**src/rtl/maze_step_controller.sv**
```systemverilog
// Purpose: left-hand-rule maze walker; moves one STEP per video frame.
// Latency: frame_end -> probe_req 1 cycle; probe_ack -> step_pulse 2 cycles.
// Backpressure: none; a frame_end arriving while a step is in flight is dropped.
module maze_step_controller #(
   parameter int unsigned STEP    = 8,
   parameter int unsigned H_MAX   = 719,
   parameter int unsigned V_MAX   = 287,
   parameter int unsigned EXIT_V  = 280,
   parameter int unsigned TIMEOUT = 63
) (
   input  logic       clk,
   input  logic       reset,
   input  logic       video_frame_valid,
   input  logic       params_valid,
   input  logic [9:0] start_x,
   input  logic [9:0] start_y,
   output logic       probe_req,
   input  logic       probe_ack,
   input  logic [3:0] probe_open,
   output logic [9:0] pos_x,
   output logic [9:0] pos_y,
   output logic [3:0] heading,
   output logic       step_pulse,
   output logic       probe_timeout,
   output logic       done,
   output logic       stuck
);

   // Wide enough to hold TIMEOUT itself without wrapping.
   localparam int unsigned CW = $clog2(TIMEOUT + 1) + 1;

   // Direction encoding shared by heading and probe_open: {N,E,S,W}.
   localparam logic [3:0] DIR_N = 4'b1000;
   localparam logic [3:0] DIR_E = 4'b0100;
   localparam logic [3:0] DIR_S = 4'b0010;
   localparam logic [3:0] DIR_W = 4'b0001;

   // Boundary tests use 11 bits so pos + STEP can never wrap.
   localparam logic [10:0] STEP_11  = 11'(STEP);
   localparam logic [10:0] H_MAX_11 = 11'(H_MAX);
   localparam logic [10:0] V_MAX_11 = 11'(V_MAX);
   localparam logic [9:0]  STEP_10  = 10'(STEP);
   localparam logic [9:0]  EXIT_10  = 10'(EXIT_V);
   localparam logic [CW-1:0] TMO_CW = CW'(TIMEOUT);

   typedef enum logic [2:0] {
      ST_IDLE   = 3'd0,
      ST_ARMED  = 3'd1,
      ST_PROBE  = 3'd2,
      ST_WAIT   = 3'd3,
      ST_DECIDE = 3'd4,
      ST_DONE   = 3'd5,
      ST_STUCK  = 3'd6
   } state_t;

   state_t          state_q, state_d;
   logic            fv_q;
   logic [9:0]      pos_x_q, pos_x_d;
   logic [9:0]      pos_y_q, pos_y_d;
   logic [3:0]      heading_q, heading_d;
   logic [3:0]      open_q, open_d;
   logic [CW-1:0]   wait_cnt_q, wait_cnt_d;
   logic            step_q, step_d;
   logic            timeout_q, timeout_d;

   logic            frame_end;
   logic [10:0]     px_11, py_11;
   logic [3:0]      bound_ok;
   logic [3:0]      open_masked;
   logic [3:0]      dir_left, dir_right, dir_back;
   logic [3:0]      new_heading;
   logic            any_open;
   logic [9:0]      next_x, next_y;

   // Falling edge of the frame-active level marks the end of a frame.
   assign frame_end = fv_q & ~video_frame_valid;

   // Close any direction whose move would leave the legal coordinate range.
   assign px_11    = {1'b0, pos_x_q};
   assign py_11    = {1'b0, pos_y_q};
   assign bound_ok = {py_11 >= STEP_11,
                      (px_11 + STEP_11) <= H_MAX_11,
                      (py_11 + STEP_11) <= V_MAX_11,
                      px_11 >= STEP_11};
   assign open_masked = probe_open & bound_ok;

   // Relative directions: with {N,E,S,W} ordering, left rotates one bit up.
   assign dir_left  = {heading_q[2:0], heading_q[3]};
   assign dir_right = {heading_q[0], heading_q[3:1]};
   assign dir_back  = {heading_q[1:0], heading_q[3:2]};

   // Left-hand rule: left, straight, right, back; first open one wins.
   always_comb begin
      new_heading = heading_q;
      any_open    = 1'b1;
      if ((dir_left & open_q) != 4'b0000) begin
         new_heading = dir_left;
      end else if ((heading_q & open_q) != 4'b0000) begin
         new_heading = heading_q;
      end else if ((dir_right & open_q) != 4'b0000) begin
         new_heading = dir_right;
      end else if ((dir_back & open_q) != 4'b0000) begin
         new_heading = dir_back;
      end else begin
         any_open = 1'b0;
      end
   end

   // Target position for the chosen heading; masking already keeps it in range.
   always_comb begin
      next_x = pos_x_q;
      next_y = pos_y_q;
      case (new_heading)
         DIR_N:   next_y = pos_y_q - STEP_10;
         DIR_S:   next_y = pos_y_q + STEP_10;
         DIR_E:   next_x = pos_x_q + STEP_10;
         DIR_W:   next_x = pos_x_q - STEP_10;
         default: begin
            next_x = pos_x_q;
            next_y = pos_y_q;
         end
      endcase
   end

   // Next-state and registered-output logic for the step sequencer.
   always_comb begin
      state_d    = state_q;
      pos_x_d    = pos_x_q;
      pos_y_d    = pos_y_q;
      heading_d  = heading_q;
      open_d     = open_q;
      wait_cnt_d = wait_cnt_q;
      step_d     = 1'b0;
      timeout_d  = 1'b0;
      case (state_q)
         ST_IDLE: begin
            if (params_valid) begin
               pos_x_d   = start_x;
               pos_y_d   = start_y;
               heading_d = DIR_S;
               state_d   = ST_ARMED;
            end
         end
         ST_ARMED: begin
            if (!params_valid) begin
               state_d = ST_IDLE;
            end else if (frame_end) begin
               state_d = ST_PROBE;
            end
         end
         ST_PROBE: begin
            if (!params_valid) begin
               state_d = ST_IDLE;
            end else begin
               wait_cnt_d = '0;
               state_d    = ST_WAIT;
            end
         end
         ST_WAIT: begin
            if (!params_valid) begin
               state_d = ST_IDLE;
            end else if (probe_ack) begin
               open_d  = open_masked;
               state_d = ST_DECIDE;
            end else if ((wait_cnt_q + 1'b1) == TMO_CW) begin
               // Counter reaches TIMEOUT this cycle: give up, keep position.
               timeout_d = 1'b1;
               state_d   = ST_ARMED;
            end else begin
               wait_cnt_d = wait_cnt_q + 1'b1;
            end
         end
         ST_DECIDE: begin
            if (any_open) begin
               heading_d = new_heading;
               pos_x_d   = next_x;
               pos_y_d   = next_y;
               step_d    = 1'b1;
               state_d   = (next_y >= EXIT_10) ? ST_DONE : ST_ARMED;
            end else begin
               state_d = ST_STUCK;
            end
         end
         ST_DONE, ST_STUCK: begin
            if (!params_valid) begin
               state_d = ST_IDLE;
            end
         end
         default: state_d = ST_IDLE;
      endcase
   end

   // State and datapath registers; reset aborts any pending move at once.
   always_ff @(posedge clk or posedge reset) begin
      if (reset) begin
         state_q    <= ST_IDLE;
         fv_q       <= 1'b0;
         pos_x_q    <= '0;
         pos_y_q    <= '0;
         heading_q  <= DIR_S;
         open_q     <= '0;
         wait_cnt_q <= '0;
         step_q     <= 1'b0;
         timeout_q  <= 1'b0;
      end else begin
         state_q    <= state_d;
         fv_q       <= video_frame_valid;
         pos_x_q    <= pos_x_d;
         pos_y_q    <= pos_y_d;
         heading_q  <= heading_d;
         open_q     <= open_d;
         wait_cnt_q <= wait_cnt_d;
         step_q     <= step_d;
         timeout_q  <= timeout_d;
      end
   end

   assign probe_req     = (state_q == ST_PROBE);
   assign done          = (state_q == ST_DONE);
   assign stuck         = (state_q == ST_STUCK);
   assign pos_x         = pos_x_q;
   assign pos_y         = pos_y_q;
   assign heading       = heading_q;
   assign step_pulse    = step_q;
   assign probe_timeout = timeout_q;

endmodule
```
**config.mk**
```make
export PLATFORM = sky130hd
export DESIGN_NAME = maze_step_controller
export DESIGN_NICKNAME = d
export VERILOG_FILES = /design/src/rtl/maze_step_controller.sv
export SDC_FILE = /design/constraint.sdc
export NUM_CORES = 1
export LEC_CHECK = 0
export BUFFER_PORTS_ARGS = -buffer_cell sky130_fd_sc_hd__buf_2
export CORE_UTILIZATION = 30
export DETAILED_ROUTE_END_ITERATION = 10
export PLACE_DENSITY = 0.46
export SYNTH_ARGS = -nofsm -noshare
export SYNTH_HDL_FRONTEND = slang
export SYNTH_SLANG_ARGS = --single-unit
```
**constraint.sdc**
```tcl
create_clock -name clk -period 2.95 [get_ports clk]
set_clock_uncertainty 0.15 [all_clocks]
set_input_delay 0.295 -clock clk [delete_from_list [all_inputs] [get_ports clk]]
set_output_delay 0.295 -clock clk [all_outputs]
set_load 0.1 [all_outputs]
```
==> flow_summary.json <==
{
  "status": "finished clean",
  "core_area_sq_mm": 0.0104,
  "path_max_fanout": 7,
  "slew_violations": 0,
  "first_pass_iters": 4,
  "hold_path.class": "input pin to flip-flop",
  "io_pins": 58,
  "tightestPinTransition_ns": 0.997,
  "io_buffers": 57,
  "via_count": 3265,
  "gp_congestion": 0.876,
  "fin_nets": 515,
  "fp-row-count": 37,
  "cp_top_family": "compound AO/OA/AOI/OAI gates",
  "final-setup-viol-count": 0,
  "antenna_cells": 0,
  "min-delay-start": "start_x[1]",
  "ys_async_sr_fraction_pct": 100,
  "start_util_pct": 31.2,
  "top_usage_layer": "met2",
  "placed_cells": 599,
  "grt_first_pass_wirelength_um": 15800,
  "drive_gt1_share_pct": 30.8,
  "rr_worst_depth": 9,
  "met3_usage_pct": 2.10,
  "yosysSeqAreaShare_pct": 31.8,
  "holdPathStages": 3,
  "grtUsageMet2_pct": 28.9,
  "clock_sinks": 41,
  "grtUsageMet1_pct": 24.7,
  "syn-num-nets": 431,
  "cts_tree": "yes",
  "ctsRootBufferMaster": "clkbuf_8",
  "rsz0062_at_grt": "yes",
  "critPathArrivalTime_ns": 2.94,
  "synth.area.top_cells": "dfrtp_1 31%, nand2_1 6.2%, o21ai_0 5.3%",
  "grt_max_degree": 27,
  "fin_crit_sh_pct": 98.2,
  "avgSynthCellArea_sq_um": 8.22,
  "yosysTopAreaCell": "dfrtp_1",
  "crit_path_frequent_cell": "o22a_1",
  "cts.path.max_buffers": 2,
  "crit_slowest_cell": "dfrtp_4",
  "worst-path-buf-inv": 0,
  "grt_pass1_vias": 3110,
  "grt_usage_pct": 17.6,
  "drc_errors": 0,
  "overflow": 0,
  "register_area_sq_mm": 0.00104,
  "cts_buffers": 5,
  "antenna_found_initial": 0,
  "synth_edf_count": 0,
  "period_minus_slack_ns": 2.90,
  "htreeDepth": 2,
  "multi_input_area_sq_mm": 0.00211,
  "viasPerCell": 5.32,
  "synthCells": 393,
  "fmaxAchievable_mhz": 345,
  "whs_endpoint": "pos_x[1]$_DFFE_PP0P_",
  "required_ns": 2.99,
  "clock_latency_ns": 0.31,
  "crit_type": "flip-flop to flip-flop",
  "worst_setup_path_start_kind": "flip-flop",
  "fillers": 1101,
  "die-height_um": 106,
  "first_iter_violations": 190,
  "synth_common_cells": "53 x nand2_1, 40 x dfrtp_1, 34 x o21ai_0",
  "area_growth_pct": 26.9,
  "fp.dieW_um": 106,
  "end_kind": "flip-flop",
  "reg2reg_slack_ns": 0.05,
  "stdcell_count": 614,
  "synth_top_cell_area_share_pct": 31.0,
  "ys_dominant_reg_cell": "dfrtp_1",
  "synth_seq_cells": 41,
  "path_cells": "a22o_1, o211ai_4, o22a_1, o221a_1, a21oi_2, or3_4, mux2_4, o22a_1, o22a_1",
  "ys_types": 68,
  "finalHoldViolCount": 0,
  "slowest_delay_ns": 0.53,
  "r2r_end": "pos_x[9]$_DFFE_PP0P_",
  "drtAntennaViolNets": 0,
  "die_area_sq_mm": 0.0112,
  "wl_per_cell_um": 15.8,
  "hpwl_um": 7270,
  "synth.most_common_cell": "nand2_1",
  "netlist_area_sq_mm": 0.00323,
  "wirelength_um": 9720,
  "r2r_start": "heading[2]$_DFFE_PP0P_",
  "relSlewSlack_pct": 33.1,
  "maxCapViolCount": 0,
  "cts.clk_slew.worst_paths_ns": 0.10,
  "yosysWarnings": 0
}
## state kept, by name (all words and copies together), names as in the netlist
| register | flops |
|---|---|
| pos_y | 10 |
| probe_timeout | 1 |
| heading | 4 |
| step_pulse | 1 |
| fv_q | 1 |
| open_q | 4 |
| state_q | 3 |
| pos_x | 10 |
| wait_cnt_q | 7 |
## stage by stage
stage                     instance area (sq um)  util [%]  setup slack [ns]  hold slack [ns]  TNS [ns]
after floorplan                            3260         -            -0.194            0.176    -0.410
after global placement                     3860      37.2           -0.0440            0.265   -0.0709
after detailed placement                   3860      37.2           -0.0967            0.268    -0.233
after CTS                                  4010      38.6           -0.0117           0.0179   -0.0117
after global routing                       4100      39.5           -0.0642           0.0350    -0.261
final                                      4100      39.5            0.0524           0.0280         0
## logic make-up (layout without fill, tap and decap cells)
| kind of cell | after synthesis | in the layout | synth area share, % |
|---|---|---|---|
| AO/OA/AOI/OAI | 141 | 141 | 31.7 |
| XOR/XNOR | 8 | 8 | 2.17 |
| adder cells (fa/ha/maj) | 9 | 9 | 3.49 |
| buffers and inverters | 40 | 125 | 5.93 |
| flip-flops | 41 | 41 | 31.8 |
| multiplexers | 7 | 7 | 2.36 |
| AND/OR/NAND/NOR | 147 | 147 | 22.5 |
## worst min-delay path, delay by kind of cell
kind	cells	cell delay (ns)
buffers and inverters	1	0.08
AND/OR/NAND/NOR	2	0.08
## cell usage in the layout (no fill, tap or decap), types with 3 or more instances in the layout
cell      instances
buf_2            57
nand2_1          53
buf_4            41
dfrtp_1          36
o21ai_0          34
nor2_1           23
nand3_1          16
inv_1            15
a21oi_1          14
o22a_1           12
nor3_1           11
ha_1              9
o31ai_1           7
a22oi_1           7
and3_1            5
a22oi_2           5
a22o_1            5
o21ai_1           5
clkbuf_8          5
xor2_1            4
xnor2_1           4
nand2b_1          4
a31oi_1           4
mux2i_1           4
nor2b_1           3
and2_1            3
o41ai_1           3
and2_4            3
nand4_1           3
o221ai_2          3
o221ai_1          3
or3_1             3
## layer usage
| metal | routed length [um] | up-vias |
|---|---|---|
| li1 | - | 1636 |
| met1 | 4670 | 1538 |
| met2 | 4570 | 84 |
| met3 | 390 | 7 |
| met4 | 78 | 0 |
| met5 | 0 | - |
## layout make-up
type	instances	area share [%]
Inverter	16	1.47
Sequential cell	41	25.4
Clock buffer	5	1.68
Clock inverter	3	0.519
Timing Repair Buffer	101	15.2
Multi-Input combinational cell	312	51.6
Tap cell	136	4.15
## how the worst max path moves through the flow
stage | startpoint | endpoint | slack (ns) | cells after the start
floorplan | heading[1]$_DFFE_PP1P_ | pos_x[9]$_DFFE_PP0P_ | -0.19 | 11
global placement | heading[1]$_DFFE_PP1P_ | pos_x[9]$_DFFE_PP0P_ | -0.04 | 9
detailed placement | heading[0]$_DFFE_PP0P_ | state_q[2]$_DFFE_PP0P_ | -0.1 | 10
CTS | heading[1]$_DFFE_PP1P_ | state_q[2]$_DFFE_PP0P_ | -0.01 | 10
global route | heading[2]$_DFFE_PP0P_ | state_q[2]$_DFFE_PP0P_ | -0.06 | 10
finish | heading[2]$_DFFE_PP0P_ | pos_x[9]$_DFFE_PP0P_ | 0.05 | 9
## timing repair
item,CTS,global route
setup buffers,2,3
gates resized for setup,6,17
setup endpoints to repair,6,14
hold buffers,2,0
pin swaps,2,9
endpoints found under the hold margin,24,0
Power is left out: the tool's default activity adds up to more than one toggle a clock period on the data nets, which glitch-free logic cannot reach.
